--- src/rtl/sweep_controller_if.sv ---
// Signal bundle between sweep_controller, its command source and the external up/down counter.
// slave is the controller's view; master is the environment (command source plus counter).
interface sweep_controller_if #(
    parameter int unsigned WIDTH  = 4,
    parameter int unsigned PASS_W = 4
);
    logic              start;
    logic              stop;
    logic [WIDTH-1:0]  lo;
    logic [WIDTH-1:0]  hi;
    logic [PASS_W-1:0] npass;
    logic              busy;
    logic              done;
    logic              err;
    logic [PASS_W-1:0] pass_cnt;
    logic              cnt_load;
    logic              cnt_en;
    logic              cnt_dir;
    logic [WIDTH-1:0]  cnt_d;
    logic [WIDTH-1:0]  cnt_q;

    modport slave (
        input  start, stop, lo, hi, npass, cnt_q,
        output busy, done, err, pass_cnt, cnt_load, cnt_en, cnt_dir, cnt_d
    );

    modport master (
        output start, stop, lo, hi, npass, cnt_q,
        input  busy, done, err, pass_cnt, cnt_load, cnt_en, cnt_dir, cnt_d
    );
endinterface

--- src/rtl/sweep_controller.sv ---
// Drives an external up/down counter through LO->HI->LO triangle sweeps for NPASS passes (0 = until STOP).
// Define SWEEP_DWELL_EN to hold the counter for DWELL cycles at each non-final turnaround.
module sweep_controller #(
    parameter int unsigned WIDTH  = 4,
    parameter int unsigned PASS_W = 4,
    parameter int unsigned DWELL  = 2
) (
    input logic               clk,
    input logic               mr,
    sweep_controller_if.slave bus
);
    typedef enum logic [2:0] {
        S_IDLE, S_LOAD, S_UP, S_DOWN, S_DONE, S_DWELL_HI, S_DWELL_LO
    } state_e;

    localparam logic [WIDTH-1:0]  CNT_ONE  = WIDTH'(1);
    localparam logic [PASS_W-1:0] PASS_ONE = PASS_W'(1);

    if (DWELL < 1 || DWELL > 255) begin : g_bad_dwell
        $error("sweep_controller: DWELL must be 1..255");
    end

    state_e            state_q, state_d;
    logic [WIDTH-1:0]  lo_q, lo_d, hi_q, hi_d;
    logic [PASS_W-1:0] npass_q, npass_d, pass_cnt_q, pass_cnt_d;
    logic              busy_q, busy_d, done_q, done_d, err_q, err_d;
    logic              cnt_load_q, cnt_load_d, cnt_en_q, cnt_en_d, cnt_dir_q, cnt_dir_d;
    logic              range_fault, at_top, at_bottom, last_pass;
`ifdef SWEEP_DWELL_EN
    localparam logic [7:0] DWELL_LAST = 8'(DWELL - 1);
    logic [7:0]        dwell_cnt_q, dwell_cnt_d;
`endif

    // Turnaround decisions look at Q before the edge that moves the counter onto the endpoint.
    assign range_fault = (bus.cnt_q < lo_q) || (bus.cnt_q > hi_q);
    assign at_top      = (bus.cnt_q == hi_q - CNT_ONE);
    assign at_bottom   = (bus.cnt_q == lo_q + CNT_ONE);
    assign last_pass   = (npass_q != '0) && (pass_cnt_q + PASS_ONE == npass_q);

    always_comb begin
        // NOTE: every variable gets a default first so no path leaves it unassigned (no latches).
        state_d    = state_q;
        lo_d       = lo_q;
        hi_d       = hi_q;
        npass_d    = npass_q;
        pass_cnt_d = pass_cnt_q;
        err_d      = 1'b0;
`ifdef SWEEP_DWELL_EN
        dwell_cnt_d = dwell_cnt_q;
`endif
        unique case (state_q)
            S_IDLE: if (bus.start) begin
                if (bus.lo < bus.hi) begin
                    lo_d       = bus.lo;
                    hi_d       = bus.hi;
                    npass_d    = bus.npass;
                    pass_cnt_d = '0;
                    state_d    = S_LOAD;
                end else begin
                    err_d = 1'b1;
                end
            end
            S_LOAD: state_d = bus.stop ? S_IDLE : S_UP;
            S_UP: begin
                if (bus.stop) begin
                    state_d = S_IDLE;
                end else if (range_fault) begin
                    err_d   = 1'b1;
                    state_d = S_IDLE;
                end else if (at_top) begin
`ifdef SWEEP_DWELL_EN
                    state_d     = S_DWELL_HI;
                    dwell_cnt_d = DWELL_LAST;
`else
                    state_d = S_DOWN;
`endif
                end
            end
            S_DOWN: begin
                if (bus.stop) begin
                    state_d = S_IDLE;
                end else if (range_fault) begin
                    err_d   = 1'b1;
                    state_d = S_IDLE;
                end else if (at_bottom) begin
                    pass_cnt_d = pass_cnt_q + PASS_ONE;
                    if (last_pass) begin
                        state_d = S_DONE;
                    end else begin
`ifdef SWEEP_DWELL_EN
                        state_d     = S_DWELL_LO;
                        dwell_cnt_d = DWELL_LAST;
`else
                        state_d = S_UP;
`endif
                    end
                end
            end
            S_DONE: state_d = S_IDLE;
`ifdef SWEEP_DWELL_EN
            S_DWELL_HI, S_DWELL_LO: begin
                if (bus.stop) begin
                    state_d = S_IDLE;
                end else if (dwell_cnt_q == 8'd0) begin
                    state_d = (state_q == S_DWELL_HI) ? S_DOWN : S_UP;
                end else begin
                    dwell_cnt_d = dwell_cnt_q - 8'd1;
                end
            end
`endif
            default: state_d = S_IDLE;
        endcase

        // Outputs are decoded from the next state so every pin leaves a flop.
        busy_d     = (state_d != S_IDLE) && (state_d != S_DONE);
        done_d     = (state_d == S_DONE);
        cnt_load_d = (state_d != S_LOAD);
        cnt_en_d   = (state_d == S_UP) || (state_d == S_DOWN);
        cnt_dir_d  = (state_d == S_DOWN);
    end

    // NOTE: sequential state uses non-blocking assignments so all flops update together at the edge.
    always_ff @(posedge clk or negedge mr) begin
        if (!mr) begin
            state_q    <= S_IDLE;
            lo_q       <= '0;
            hi_q       <= '0;
            npass_q    <= '0;
            pass_cnt_q <= '0;
            busy_q     <= 1'b0;
            done_q     <= 1'b0;
            err_q      <= 1'b0;
            cnt_load_q <= 1'b1;
            cnt_en_q   <= 1'b0;
            cnt_dir_q  <= 1'b0;
        end else begin
            state_q    <= state_d;
            lo_q       <= lo_d;
            hi_q       <= hi_d;
            npass_q    <= npass_d;
            pass_cnt_q <= pass_cnt_d;
            busy_q     <= busy_d;
            done_q     <= done_d;
            err_q      <= err_d;
            cnt_load_q <= cnt_load_d;
            cnt_en_q   <= cnt_en_d;
            cnt_dir_q  <= cnt_dir_d;
        end
    end

`ifdef SWEEP_DWELL_EN
    always_ff @(posedge clk or negedge mr) begin
        if (!mr) dwell_cnt_q <= 8'd0;
        else     dwell_cnt_q <= dwell_cnt_d;
    end
`endif

    assign bus.busy     = busy_q;
    assign bus.done     = done_q;
    assign bus.err      = err_q;
    assign bus.pass_cnt = pass_cnt_q;
    assign bus.cnt_load = cnt_load_q;
    assign bus.cnt_en   = cnt_en_q;
    assign bus.cnt_dir  = cnt_dir_q;
    assign bus.cnt_d    = lo_q;
endmodule

--- src/flat_wrapper.sv ---
// flat-port wrapper written by rule: the top's interface ports become plain ports
module sweep_controller_flat 
#(
    parameter int unsigned WIDTH  = 4,
    parameter int unsigned PASS_W = 4,
    parameter int unsigned DWELL  = 2
)
  (clk, mr, bus_start, bus_stop, bus_lo, bus_hi, bus_npass, bus_cnt_q, bus_busy, bus_done, bus_err, bus_pass_cnt, bus_cnt_load, bus_cnt_en, bus_cnt_dir, bus_cnt_d);
  sweep_controller_if #(.WIDTH(WIDTH), .PASS_W(PASS_W)) bus_i ();
  input logic clk;
  input logic mr;
  input wire logic [$bits(bus_i.start)-1:0] bus_start;
  input wire logic [$bits(bus_i.stop)-1:0] bus_stop;
  input wire logic [$bits(bus_i.lo)-1:0] bus_lo;
  input wire logic [$bits(bus_i.hi)-1:0] bus_hi;
  input wire logic [$bits(bus_i.npass)-1:0] bus_npass;
  input wire logic [$bits(bus_i.cnt_q)-1:0] bus_cnt_q;
  output wire logic [$bits(bus_i.busy)-1:0] bus_busy;
  output wire logic [$bits(bus_i.done)-1:0] bus_done;
  output wire logic [$bits(bus_i.err)-1:0] bus_err;
  output wire logic [$bits(bus_i.pass_cnt)-1:0] bus_pass_cnt;
  output wire logic [$bits(bus_i.cnt_load)-1:0] bus_cnt_load;
  output wire logic [$bits(bus_i.cnt_en)-1:0] bus_cnt_en;
  output wire logic [$bits(bus_i.cnt_dir)-1:0] bus_cnt_dir;
  output wire logic [$bits(bus_i.cnt_d)-1:0] bus_cnt_d;
  assign bus_i.start = bus_start;
  assign bus_i.stop = bus_stop;
  assign bus_i.lo = bus_lo;
  assign bus_i.hi = bus_hi;
  assign bus_i.npass = bus_npass;
  assign bus_i.cnt_q = bus_cnt_q;
  assign bus_busy = bus_i.busy;
  assign bus_done = bus_i.done;
  assign bus_err = bus_i.err;
  assign bus_pass_cnt = bus_i.pass_cnt;
  assign bus_cnt_load = bus_i.cnt_load;
  assign bus_cnt_en = bus_i.cnt_en;
  assign bus_cnt_dir = bus_i.cnt_dir;
  assign bus_cnt_d = bus_i.cnt_d;
  sweep_controller #(.WIDTH(WIDTH), .PASS_W(PASS_W), .DWELL(DWELL)) u_core (.clk(clk), .mr(mr), .bus(bus_i));
endmodule
--- config.mk ---
export PLATFORM = sky130hd
export DESIGN_NAME = sweep_controller_flat
export DESIGN_NICKNAME = d
export VERILOG_FILES = /design/src/rtl/sweep_controller_if.sv /design/src/rtl/sweep_controller.sv /design/src/flat_wrapper.sv
export SDC_FILE = /design/constraint.sdc
export NUM_CORES = 1
export LEC_CHECK = 0
export ABC_AREA = 1
export BUFFER_PORTS_ARGS = -buffer_cell sky130_fd_sc_hd__buf_2
export CAP_MARGIN = 20
export CORE_MARGIN = 5
export CORE_UTILIZATION = 45
export CTS_CLUSTER_SIZE = 8
export DETAILED_ROUTE_END_ITERATION = 8
export MAX_ROUTING_LAYER = met4
export PLACE_DENSITY_LB_ADDON = 0.3
export SETUP_SLACK_MARGIN = 0.05
export SLEW_MARGIN = 20
export SYNTH_ARGS = -nofsm -noshare
export SYNTH_HDL_FRONTEND = slang
export SYNTH_SLANG_ARGS = --single-unit
--- constraint.sdc ---
create_clock -name clk -period 1.9 [get_ports clk]
set_input_delay 0.095 -clock clk [delete_from_list [all_inputs] [get_ports clk]]
set_output_delay 0.095 -clock clk [all_outputs]
set_load 0.02 [all_outputs]
After elaboration in Yosys (flattened, before gate mapping) --
Cells that the tools add are included.
Word-level totals: input port bits 20, logic and storage cells 66, output and inout bits 14, flip-flop bits (word level) 25
Operators by class: reduce and logical (&&, ||, !) cells 11, $lt $le $gt $ge 3, eq/ne operators 16, add/subtract/negate cells 3, mux-type cells 22
Operators with widths (count):
- 3-bit two-way mux | 9
- 4-bit two-way mux | 5
- 3-bit by 2-bit == test with 1-bit output, second input constant | 4
- 4-bit == test | 3
- 3-bit one-hot mux with 4 select lines | 1
- 4-bit by 1-bit adder with 4-bit output, second input constant | 2
- 4-bit less-than comparator | 2
- 4-bit one-hot mux with 2 select lines | 1
- 2-bit != test, second input constant | 3
- 6-bit AND reduction | 1
- 4-bit greater-than comparator | 1
- 1-bit two-way mux | 4
- 2-bit by 1-bit != test with 1-bit output, second input constant | 2
- 4-bit nonzero test | 1
- 4-bit by 1-bit subtractor with 4-bit output, second input constant | 1
- 3-bit by 1-bit == test with 1-bit output, second input constant | 1
- 3-bit == test, second input constant | 1
- 3-bit logical NOT | 1
- 3-bit by 1-bit != test with 1-bit output, second input constant | 1
- 3-bit != test, second input constant | 1
- 3-bit AND reduction | 1
- 3-bit nonzero test | 1
- 1-bit logical AND | 2
- 1-bit logical OR | 2
- 4 further kinds | 4

Depth between registers and ports, before layout --
depth after elaboration 10, mapped depth 12, gate-level depth less buffers 12

Least setup slack after synthesis --
Ideal clock, no wire load.
kind register to register, from register u_core.lo_q[1] (netlist: u_core.bus.cnt_d[1]), to register u_core.pass_cnt_q[0] (netlist: u_core.bus.pass_cnt[0]), data required time 1.781 ns, arrival 1.588 ns, cell stages (with the launch flop) 12, setup slack 0.194 ns, clock period less this slack 1.706 ns, path buffers 0, library setup time 0.119 ns, cell sequence dfrtp_1 > inv_1 > ha_1 > inv_1 > o21bai_1 > nand3_1 > nand2_1 > nand3_2 > inv_2 > nand3_2 > nand3_1 > nand2_1
On the way: longest elaborated chain between the ends 4, elaborated cells between the ends (all ways) 7, those cells by class 1 x add/sub; 1 x order compare; 3 x eq/ne; 2 x reduce/logical
RTL lines:
- start: declaration | line sweep_controller.sv:24 | logic [WIDTH-1:0] lo_q, lo_d, hi_q, hi_d;
- start signal: assignment | line sweep_controller.sv:138 | lo_q <= lo_d;
- 4-bit by 1-bit adder with 4-bit output / 4-bit less-than comparator (equally long branches) | line sweep_controller.sv:37, sweep_controller.sv:35
- 4-bit == test / 1-bit logical OR (equally long branches) | line sweep_controller.sv:37, sweep_controller.sv:35
- 2-bit by 1-bit != test with 1-bit output (no source line) / 2-bit != test (equally long branches)
- 6-bit AND reduction (no source line) (*)
- end signal: assignment | line sweep_controller.sv:141 | pass_cnt_q <= pass_cnt_d;
- end: declaration | line sweep_controller.sv:25 | logic [PASS_W-1:0] npass_q, npass_d, pass_cnt_q, pass_cnt_d;
Mark *: on every way between the ends. The rest lies on a longest branch, timed or not. A chain may end at the register's enable or synchronous reset.

Worst setup path in the final report --
from register u_core.hi_q[1], to register u_core.pass_cnt_q[0] (netlist: u_core.bus.pass_cnt[0])
On the way: longest elaborated chain between the ends 4
RTL lines:
- start: declaration | line sweep_controller.sv:24
- start signal: assignment | line sweep_controller.sv:139 | hi_q <= hi_d;
- 4-bit greater-than comparator | line sweep_controller.sv:35 | assign range_fault = (bus.cnt_q < lo_q) || (bus.cnt_q > hi_q);
- 1-bit logical OR | line sweep_controller.sv:35
- 2-bit != test (no source line)
- 6-bit AND reduction (no source line)
No other way between the ends.

==> impl_metrics.json <==
{
  "yosysSeqAreaShare_pct": 36.5,
  "synth_cells": 213,
  "clkTransAtPathRegs_ns": 0.09,
  "use_met1_pct": 18.7,
  "ff2ff_path_depth": 12,
  "leakage_nw": 1.14,
  "post-route-period-util_pct": 87.7,
  "vdd_ir_drop_max_mv": 0.474,
  "crit_type": "reg -> reg",
  "via_count": 1411,
  "gp_congestion": 0.825,
  "initial_core_util_pct": 46.6,
  "ios": 34,
  "die_h_um": 71.8,
  "setup_viol": 0,
  "relSlewSlack_pct": 63.4,
  "grt_max_degree": 26,
  "final-max-slew-violation-count": 0,
  "yosysWarnings": 0,
  "first_pass_iters": 5,
  "track_usage_pct": 14.5,
  "post-cts-setup-buffer-count": 0,
  "cts_tree": "yes",
  "final_nets": 285,
  "p_int_w": 0.00108,
  "crit_arrival_ns": 1.82,
  "cts_max_level": 1,
  "grt_pass1_vias": 1320,
  "fin_util_pct": 54.0,
  "via_per_inst": 4.73,
  "async_flop_share_pct": 100,
  "crit_required_ns": 2.06,
  "synth_cell_type_count": 33,
  "cp-start-kind": "flop",
  "port_buffers": 33,
  "tightestPinTransition_ns": 0.549,
  "cp-end-kind": "flop",
  "synthFlopType": "dfrtp_1",
  "clock_sinks": 25,
  "drc": 0,
  "die_w_um": 71.8,
  "combPwrFrac_pct": 42.9,
  "antenna_found_initial": 0,
  "syn_area_um2": 1720,
  "synth_seq_cells": 25,
  "rsz0062_at_grt": "no",
  "clock_skew_ns": 0.00787,
  "hold_viol": 0,
  "period_minus_slack_ns": 1.67,
  "fin_hold_ws_ns": 0.0275,
  "switching_share_pct": 40.0,
  "hold_depth": 3,
  "ant_nets": 0,
  "area_delta_synth_final_pct": 15.9,
  "status": "completed",
  "max-cap-violations": 0,
  "synth.avg_cell_area_um2": 8.07,
  "drive_above_1_share_pct": 28.0,
  "grtUsageMet3_pct": 2.81,
  "max_freq_mhz": 600,
  "drt-total-wl_um": 3380,
  "insertion_delay_ns": 0.27,
  "p_per_area_nw_per_um2": 906,
  "grt-busiest-layer": "met2",
  "dp_hpwl_um": 2790,
  "clock_path_buffers": 2,
  "seqPwrFrac_pct": 40.1,
  "use_met2_pct": 24.1,
  "cts_buffers": 3,
  "die_area_um2": 5160,
  "row_count": 22,
  "worstHoldPathType": "in -> reg",
  "coreArea_um2": 3690,
  "layout_common_cells": "nand2_1, buf_2, inv_1",
  "p_sw_w": 0.000722,
  "grt_pass1_wl_um": 5840,
  "clock_power_share_pct": 16.9,
  "cp_max_fo": 6,
  "synth_edf_count": 0,
  "final.setup.tns_ns": 0,
  "gr-total-overflow": 0,
  "route.detailed.wl_per_inst_um": 11.3,
  "final_common_cell": "nand2_1",
  "diodes": 0,
  "drtIter0Drc": 50,
  "syn_nets": 247,
  "cts-root-buf": "clkbuf_8"
}
state kept, by name (all words and copies together), names as in the netlist, 3 cells and up:
register	cells
u_core.hi_q	4
u_core.state_q	3
u_core.bus.pass_cnt	4
u_core.npass_q	4
u_core.bus.cnt_d	4
final timing paths:
check	slack (ns)	end	start
max	0.23	u_core.bus.pass_cnt[0]$_DFFE_PN0P_	u_core.hi_q[1]$_DFFE_PN0P_
min	0.03	u_core.npass_q[1]$_DFFE_PN0P_	bus_npass[1]
max reg2reg	0.23	u_core.bus.pass_cnt[0]$_DFFE_PN0P_	u_core.hi_q[1]$_DFFE_PN0P_
min reg2reg	0.50	u_core.npass_q[1]$_DFFE_PN0P_	u_core.npass_q[1]$_DFFE_PN0P_
max in group asynchronous	1.18	u_core.bus.cnt_load$_DFF_PN1_	mr
min in group asynchronous	0.34	u_core.bus.cnt_en$_DFF_PN0_	mr
power groups by stage:
stage	sequential (W)	combinational (W)	clock [W]
2_1_floorplan	0.000768	0.000557	0
3_5_place_dp	0.000737	0.000777	0
6_report	0.000725	0.000775	0.000306
4_1_cts	0.000726	0.000782	0.000322
3_3_place_gp	0.000730	0.000765	0
5_1_grt	0.000744	0.000884	0.000338
metrics by stage:
step	std cells	setup slack [ns]	cell area (um^2)	power, W
3_3_place_gp	293	0.220	1930	0.00149
2_1_floorplan	213	0.194	1720	0.00132
6_report	298	0.234	1990	0.00181
4_1_cts	298	0.180	1980	0.00183
5_1_grt	298	0.0556	1990	0.00197
3_5_place_dp	293	0.181	1930	0.00151
area by class of cell:
cell class | instances | area (um^2)
Fill cell | 385 | 1700
Multi-Input combinational cell | 150 | 931
Sequential cell | 25 | 627
Timing Repair Buffer | 35 | 183
Inverter | 36 | 145
Tap cell | 48 | 60.1
Clock buffer | 3 | 41.3
Clock inverter | 1 | 5.00
worst max-delay path, cell delays in order, from the launching register on:
cell	delay (ns)
dfrtp_1	0.40
inv_1	0.11
ha_1	0.25
inv_1	0.06
o21bai_1	0.06
nand2_1	0.06
nand2_1	0.04
nand2_1	0.09
nand3_2	0.13
inv_4	0.12
nand3_4	0.09
nand3_1	0.08
nand2_1	0.07
synthesized netlist by cell type, types with 2 or more instances:
cell type   n  area share, %
o21ai_1     6            1.7
nand2_1    61             13
xnor2_1     3            1.5
inv_2       4           0.87
o21ai_2     2            1.0
o21bai_1    2           0.87
inv_1      30            6.6
nor2_1     10            2.2
dfrtp_1    24             35
o21ai_0     2           0.58
nor2_4      2            1.3
nand3_2     5            2.9
nand4_1     2           0.73
ha_1       14             10
xor2_1      4            2.0
nand2_2     9            3.3
a21oi_1     2           0.58
nand3_1    16            4.7
what timing repair did:
item / 4_1_cts / 5_1_grt
endpoints found under the setup margin: 0 / 4
gates resized for setup: 0 / 2
hold buffers: 1 / 0
hold endpoints to repair: 24 / 0
metal layers:
layer	wire [um]	up-vias
li1	-	739
met3	213	2
met1	1530	640
met2	1620	30
met4	21	0
met5	0	-
kinds of logic after synthesis:
group,count (synthesis),synth area share [%]
buffers and inverters,38,9.83
XOR/XNOR,7,3.57
adder cells (fa/ha/maj),14,10.2
flip-flops,25,36.5
AND/OR/NAND/NOR,112,32.6
AO/OA/AOI/OAI,17,7.35
(Power assumes the default switching activity.)
